<file path="config.mk">
export PLATFORM = sky130hd
export DESIGN_NAME = i2sm_tdm_tx
export DESIGN_NICKNAME = d
export VERILOG_FILES = /design/src/rtl/i2sm_tdm_tx.sv
export SDC_FILE = /design/constraint.sdc
export NUM_CORES = 1
export LEC_CHECK = 0
export ABC_CLOCK_PERIOD_IN_PS = 4210
export BUFFER_PORTS_ARGS = -buffer_cell sky130_fd_sc_hd__buf_4
export CORE_MARGIN = 2
export CORE_UTILIZATION = 35
export CTS_BUF_LIST = sky130_fd_sc_hd__clkbuf_4
export CTS_CLUSTER_DIAMETER = 50
export CTS_CLUSTER_SIZE = 30
export DETAILED_ROUTE_END_ITERATION = 8
export PLACE_DENSITY_LB_ADDON = 0.3
export SYNTH_ARGS = -nofsm -noshare
export SYNTH_HDL_FRONTEND = slang
export SYNTH_SLANG_ARGS = --single-unit
</file>
<file path="constraint.sdc">
create_clock -name clk -period 4.21 [get_ports clk]
set_input_delay 0.2105 -clock clk [delete_from_list [all_inputs] [get_ports clk]]
set_output_delay 0.2105 -clock clk [all_outputs]
set_load 0.005 [all_outputs]
</file>
<file path="src/rtl/i2sm_tdm_tx.sv">
`default_nettype none
// ============================================================================
//  Module      : i2sm_tdm_tx
//  Description : Multi-channel audio serial transmitter. Derives sclk, lrclk
//                and sdo from the master clock and supports I2S,
//                left-justified and TDM (DSP mode A) framing. It pulls one
//                frame of samples per frame period from an upstream FWFT FIFO.
//  Ports       : clk      - master clock
//                rst      - synchronous active-high reset
//                rd_en    - one-cycle FIFO read strobe, once per frame
//                i_valid  - FIFO has data, sampled only while rd_en=1
//                i_data   - frame samples, channel k at [k*DW +: DW]
//                sclk     - bit clock
//                lrclk    - word clock (I2S/LJ) or frame sync (TDM)
//                sdo      - serial data, MSB first
//                underrun - one-cycle pulse when a frame was loaded empty
//  Revision    : 1.0 - initial release
// ============================================================================
module i2sm_tdm_tx #(
    parameter int DW       = 24,
    parameter int SW       = 32,
    parameter int NCH      = 2,
    parameter int SCLK_DIV = 4,
    parameter int FMT      = 0
) (
    input  logic              clk,
    input  logic              rst,
    output logic              rd_en,
    input  logic              i_valid,
    input  logic [NCH*DW-1:0] i_data,
    output logic              sclk,
    output logic              lrclk,
    output logic              sdo,
    output logic              underrun
);

    localparam int c_nbits = NCH * SW;
    localparam int c_bw    = $clog2(c_nbits);
    localparam int c_pw    = $clog2(SCLK_DIV);

    localparam logic [c_bw-1:0] c_last_bit = c_bw'(c_nbits - 1);
    localparam logic [c_bw-1:0] c_half_bit = c_bw'(c_nbits / 2);
    localparam logic [c_pw-1:0] c_last_ph  = c_pw'(SCLK_DIV - 1);
    localparam logic [c_pw-1:0] c_sclk_hi  = c_pw'(SCLK_DIV / 2);

    generate
        if (DW < 1 || SW < DW || NCH < 2 || NCH > 16 ||
            (FMT != 2 && (NCH % 2) != 0) ||
            SCLK_DIV < 2 || (SCLK_DIV % 2) != 0 ||
            FMT < 0 || FMT > 2) begin : g_param_error
            $error("i2sm_tdm_tx: illegal parameter combination");
        end
    endgenerate

    logic [c_pw-1:0]     r_phase;
    logic [c_bw-1:0]     r_bit;
    logic [NCH*DW-1:0]   r_buf;

    logic                w_load;
    logic [NCH*DW-1:0]   w_buf_next;
    logic [c_pw-1:0]     w_phase_nx;
    logic [c_bw-1:0]     w_bit_nx;
    logic [c_nbits-1:0]  w_stream;
    logic                w_prev_last;
    logic                w_sdo_nx;
    logic                w_lrclk_nx;

    // Last cycle of the frame: this edge latches the next frame's samples.
    assign w_load     = (r_bit == c_last_bit) && (r_phase == c_last_ph);
    assign w_buf_next = w_load ? (i_valid ? i_data : '0) : r_buf;

    always_comb begin
        w_phase_nx = r_phase + 1'b1;
        w_bit_nx   = r_bit;
        if (r_phase == c_last_ph) begin
            w_phase_nx = '0;
            w_bit_nx   = (r_bit == c_last_bit) ? '0 : r_bit + 1'b1;
        end
    end

    // Frame laid out in transmit order: stream bit i is slot i/SW, position
    // i%SW; positions past the sample width are zero padding.
    generate
        for (genvar gi = 0; gi < c_nbits; gi++) begin : g_stream
            localparam int c_slot = gi / SW;
            localparam int c_pos  = gi % SW;
            if (c_pos < DW) begin : g_data
                assign w_stream[gi] = w_buf_next[c_slot*DW + DW-1-c_pos];
            end else begin : g_pad
                assign w_stream[gi] = 1'b0;
            end
        end

        // I2S delays data by one bit, so bit 0 of a frame carries the final
        // stream bit of the frame that just ended (still in r_buf here).
        if (SW == DW) begin : g_prev_data
            assign w_prev_last = r_buf[(NCH-1)*DW];
        end else begin : g_prev_pad
            assign w_prev_last = 1'b0;
        end
    endgenerate

    always_comb begin
        w_sdo_nx   = 1'b0;
        w_lrclk_nx = 1'b0;
        if (FMT == 0) begin
            w_lrclk_nx = (w_bit_nx >= c_half_bit);
            w_sdo_nx   = (w_bit_nx == '0) ? w_prev_last
                                          : w_stream[w_bit_nx - 1'b1];
        end else if (FMT == 1) begin
            w_lrclk_nx = (w_bit_nx < c_half_bit);
            w_sdo_nx   = w_stream[w_bit_nx];
        end else begin
            w_lrclk_nx = (w_bit_nx == c_last_bit);
            w_sdo_nx   = w_stream[w_bit_nx];
        end
    end

    always_ff @(posedge clk) begin
        if (rst) begin
            r_phase  <= '0;
            r_bit    <= '0;
            r_buf    <= '0;
            sclk     <= 1'b0;
            sdo      <= 1'b0;
            rd_en    <= 1'b0;
            underrun <= 1'b0;
            lrclk    <= (FMT == 1);
        end else begin
            r_phase  <= w_phase_nx;
            r_bit    <= w_bit_nx;
            r_buf    <= w_buf_next;
            sclk     <= (w_phase_nx >= c_sclk_hi);
            rd_en    <= (w_bit_nx == c_last_bit) && (w_phase_nx == c_last_ph);
            underrun <= w_load && !i_valid;
            lrclk    <= w_lrclk_nx;
            // sdo only moves at bit boundaries (sclk falling edge); in
            // between it must hold even after r_buf has been reloaded.
            if (w_phase_nx == '0) begin
                sdo <= w_sdo_nx;
            end
        end
    end

endmodule
`default_nettype wire

</file>
# == Word level (Yosys, flattened, before mapping) ==
# Cells that the tools add are included.
# word_totals
elab_cells,32
register_bits,61
in_bits,51
# classes
muxes,8
n_reduce_logical,6
eq_ne,4
add_sub_neg,3
magnitude_cmp,3
# op_table
op,n
2-to-1 mux 48 bit,2
"equality test 6 bit, second input constant",2
2-to-1 mux 6 bit,2
"less-than comparator 6 x 7 -> 1 bit, second input constant",1
"adder 6 x 1 -> 6 bit, second input constant",1
binary-select mux 1 bit (select 6 bit),1
">= comparator 6 bit, second input constant",1
zero test 6 bit,1
"subtractor 6 x 1 -> 6 bit, second input constant",1
"equality test 2 bit, second input constant",2
logical AND 1 bit,3
"adder 2 x 1 -> 2 bit, second input constant",1
">= comparator 2 bit, second input constant",1
zero test 2 bit,1
2-to-1 mux 1 bit,2
2-to-1 mux 2 bit,1
zero test 1 bit,1

# == Depth between registers and ports, before layout ==
# depth
ltp_word,7
mapped_depth,13
mapped_depth_nobuf,12

# == Least setup slack after synthesis ==
# Ideal clock, no wire load.
# synth_path
kind,register to register
start,register r_bit[0]
end,register sdo
path_slack_ns,0.924
path_buffers,1
path_stages_with_launch,14
setup_time_ns,0.073
t_arrival_ns,3.213
t_required_ns,4.137
synth_period_minus_slack_ns,3.286
cell_sequence,dfxtp_1 > ha_1 > nand2_1 > nor2_4 > nor2_2 > inv_2 > ha_1 > buf_1 > clkinv_1 > mux4_2 > o21ai_1 > nand2_1 > mux4_2 > o211ai_2
# synth_between
elab_chain_cells,7
word_cells_on_any_way,11
classes_between,add/sub: 2; eq/ne: 1; mux: 6; reduce/logical: 2
# synth_lines
item,line_no,rtl
from (decl),56,logic [c_bw-1:0] r_bit;
from (signal assigned),131,r_bit <= w_bit_nx;
adder 6 x 1 -> 6 bit / equality test 6 bit (equally long branches),77,w_bit_nx = (r_bit == c_last_bit) ? '0 : r_bit + 1'b1;
2-to-1 mux 6 bit,77,
2-to-1 mux 6 bit (*),75,if (r_phase == c_last_ph) begin
via w_bit_nx[0],62,logic [c_bw-1:0] w_bit_nx;
subtractor 6 x 1 -> 6 bit,109,: w_stream[w_bit_nx - 1'b1];
binary-select mux 1 bit (select 6 bit),109,
2-to-1 mux 1 bit (not written as such),109,
2-to-1 mux 1 bit (*),108,w_sdo_nx = (w_bit_nx == '0) ? w_prev_last
to (signal assigned),140,sdo <= w_sdo_nx;
to (decl),33,"output logic sdo,"
# Mark *: on every way through the listed nets, which the timed path passes. The rest lies on a longest branch. The select of a mux whose other input is x is not followed.
# A chain may end at the register's enable or synchronous reset.

==> results.toml <==
[power]
cellLeakagePower_nw = 1.46
internal-power_mw = 0.901
switchingPower_mw = 0.336
power_density_nw_per_um2 = 327
switching_share_pct = 27.1
combPwrFrac_pct = 17.1
peakVddDrop_mv = 0.135
power.share.sequential_pct = 45.7
power_frac_clock_pct = 37.2

[worst_setup_path]
cpPeakStageDelay_ps = 590
critPathKind = "reg2reg"
critical_path.cell_chain = "ha_1, nand4_4, nor2_4, nor2_2, inv_2, ha_1, buf_4, clkinv_1, mux4_2, o21ai_1, nand2_1, mux4_2, o211ai_2"
crit_slowest_cell = "ha_1"
endpoint_kind = "flop"
start_kind = "flop"
critPathRequiredTime_ps = 4560
critPathBufInv = 3
worstPathArrival_ps = 3960
crit_start = "sclk"
crit_fanout = 12
crit-reg2reg-launch = "sclk"
crit_family = "multiplexers"

[final_layout]
postLayoutCellArea_um2 = 3790
final_common_cell = "nand2_1"
syn_to_final_growth_pct = 18.9
n_antenna_cell = 0
fin_nets = 511
nFillCells = 905
drive_gt1_share_pct = 19.2
most-common-layout-cells = "nand2_1 (100), a21oi_1 (63), buf_4 (60), dfxtp_1 (59), nand3_1 (54)"

[placed_design]
post_dp_cell_area_um2 = 3630
hpwl_um = 5760
place.gp.congestion = 0.875
portBuffers = 55

[detailed_routing]
post_drt_wl_per_cell_um = 15.5
vias_per_cell = 5.45
drt-initial-drc-count = 225
first_pass_iters = 4
wirelength_um = 8770
ant_nets = 0
vias = 3090
route.detailed.drc = 0

[global_routing]
antenna_found_initial = 0
grt_pass1_wl_um = 14600
grtUsageTotal_pct = 18.5
first_global_vias = 2935
grt_max_degree = 74
grt_overflow = 0

[timing]
slew_violations = 0
timing.final.crit_share_pct = 85.6
finalHoldViolations = 0
setup_viol = 0
rsz0062_at_grt = "false"
worstMarginPinSlew_ps = 1070
relSlewSlack_pct = 28.8
final.min_clock_period_ps = 3600
finalSetupTns_ps = 0
skew_ps = 12.8
max_freq_ghz = 0.277

[cts]
cts_tree = "done"
hold_buffers = 0
cts-htree-levels = 3
cts-resized-gates = 0
cts_buffers = 9
clkLatencyLatePin_ps = 420
cts_root_buffer = "clkbuf_4"
clk_pin_slew_worst_paths_ps = 100
cts_sinks = 59
clockBufferDepth = 2
cts_setup_buffers = 0

[synth]
synth-main-ff-cell = "dfxtp_1"
ys_top_cells_by_area = "dfxtp_1 (37%), nand2_1 (12%), a21oi_1 (9.9%), nand3_1 (8.5%), mux4_2 (3.5%)"
synthesis.nets = 474
syn_area_per_cell_um2 = 7.64
synth-edff-count = 0
async_reset_ff_share_pct = 0
netlist.area_leader.share_pct = 37.1
synth_cell_types = 47
netlist_area_um2 = 3190
synth_top_cell_by_area = "dfxtp_1"
ys_seq_elements = 59
yosysWarnings = 0
yosysSeqAreaShare_pct = 37.1
syn_inst = 417

[run]
drv_cap = 0

[die]
initial_utilization_pct = 36.4
io_pins = 56
die_w_um = 99.4
die_area_um2 = 9880
die_h_um = 99.4
num_rows = 34
core_area_um2 = 8760

[hold_path]
min_path_type = "in2reg"
min-delay-start = "i_data[45]"

[status]
status = "completed"
## layout make-up
cell class | count | area [um^2] | area share, %
Clock inverter | 6 | 80.1 | 2.12
Tap cell | 108 | 135 | 3.57
Timing Repair Buffer | 60 | 450 | 11.9
Clock buffer | 10 | 75.1 | 1.98
Multi-Input combinational cell | 320 | 1850 | 48.8
Sequential cell | 59 | 1180 | 31.2
Inverter | 4 | 15.0 | 0.397
## stage by stage
step,total power [mW],cells,util [%],hold slack [ps],worst slack [ps]
2_1_floorplan,0.712,417,-,295,924
3_3_place_gp,0.786,551,41.4,432,760
3_5_place_dp,0.791,551,41.4,443,617
4_1_cts,1.25,567,43.2,37.7,601
5_1_grt,1.30,567,43.2,29.4,319
6_report,1.24,567,43.2,55.5,605
## cell usage after synthesis, drive strengths merged (5+ instances only)
master / n
a21oi: 63
buf: 13
o21ai: 5
clkbuf: 21
mux4: 5
a311oi: 8
nand2: 100
nor4: 5
ha: 6
nor2: 19
mux2i: 6
dfxtp: 59
a211oi: 6
nand3: 55
## worst min-delay path: stages
cell and delay (ps):
buf_4 110, nand3_1 70, a21oi_1 60
## path summary, 6_finish.rpt
kind               endpoint  slack [ps]  depth (start not counted)
setup / recovery        sdo         610                         13
hold / removal    r_buf[45]          60                          3
hold reg to reg   r_buf[20]         460                          2
setup reg to reg        sdo         610                         13
## sequential cells by signal, summed over array words and instances (netlist names)
signal and count:
rd_en 1, lrclk 1, sclk 1, sdo 1, underrun 1, r_bit 5, r_buf 48, r_phase 1
## per-layer routing
layer	share of wire (%)	up-vias	track usage (%)
li1	-	1543	-
met4	1.5	0	7.27
met2	46	68	29.2
met5	0	-	0
met3	4.9	12	3.79
met1	48	1467	24.9
## power by group through the flow
stage	Combinational, mW	Sequential, mW	Clock [mW]
3_5_place_dp	0.213	0.578	0
4_1_cts	0.214	0.565	0.472
3_3_place_gp	0.209	0.578	0
5_1_grt	0.233	0.566	0.497
6_report	0.212	0.565	0.460
2_1_floorplan	0.135	0.578	0
## cells by family (layout without fill, tap and decap cells)
| logic type | after synthesis | in the layout | share of synthesized area, % |
|---|---|---|---|
| DFF | 59 | 59 | 37.1 |
| xor gates and xnor gates | 9 | 9 | 3.97 |
| and+or+nand+nor | 198 | 198 | 28.3 |
| AOI/OAI and AO/OA | 96 | 96 | 18.0 |
| buffers and inverters | 38 | 80 | 4.87 |
| adders and majority gates | 6 | 6 | 2.36 |
| muxes | 11 | 11 | 5.42 |
Power figures use the tool's default switching activity.
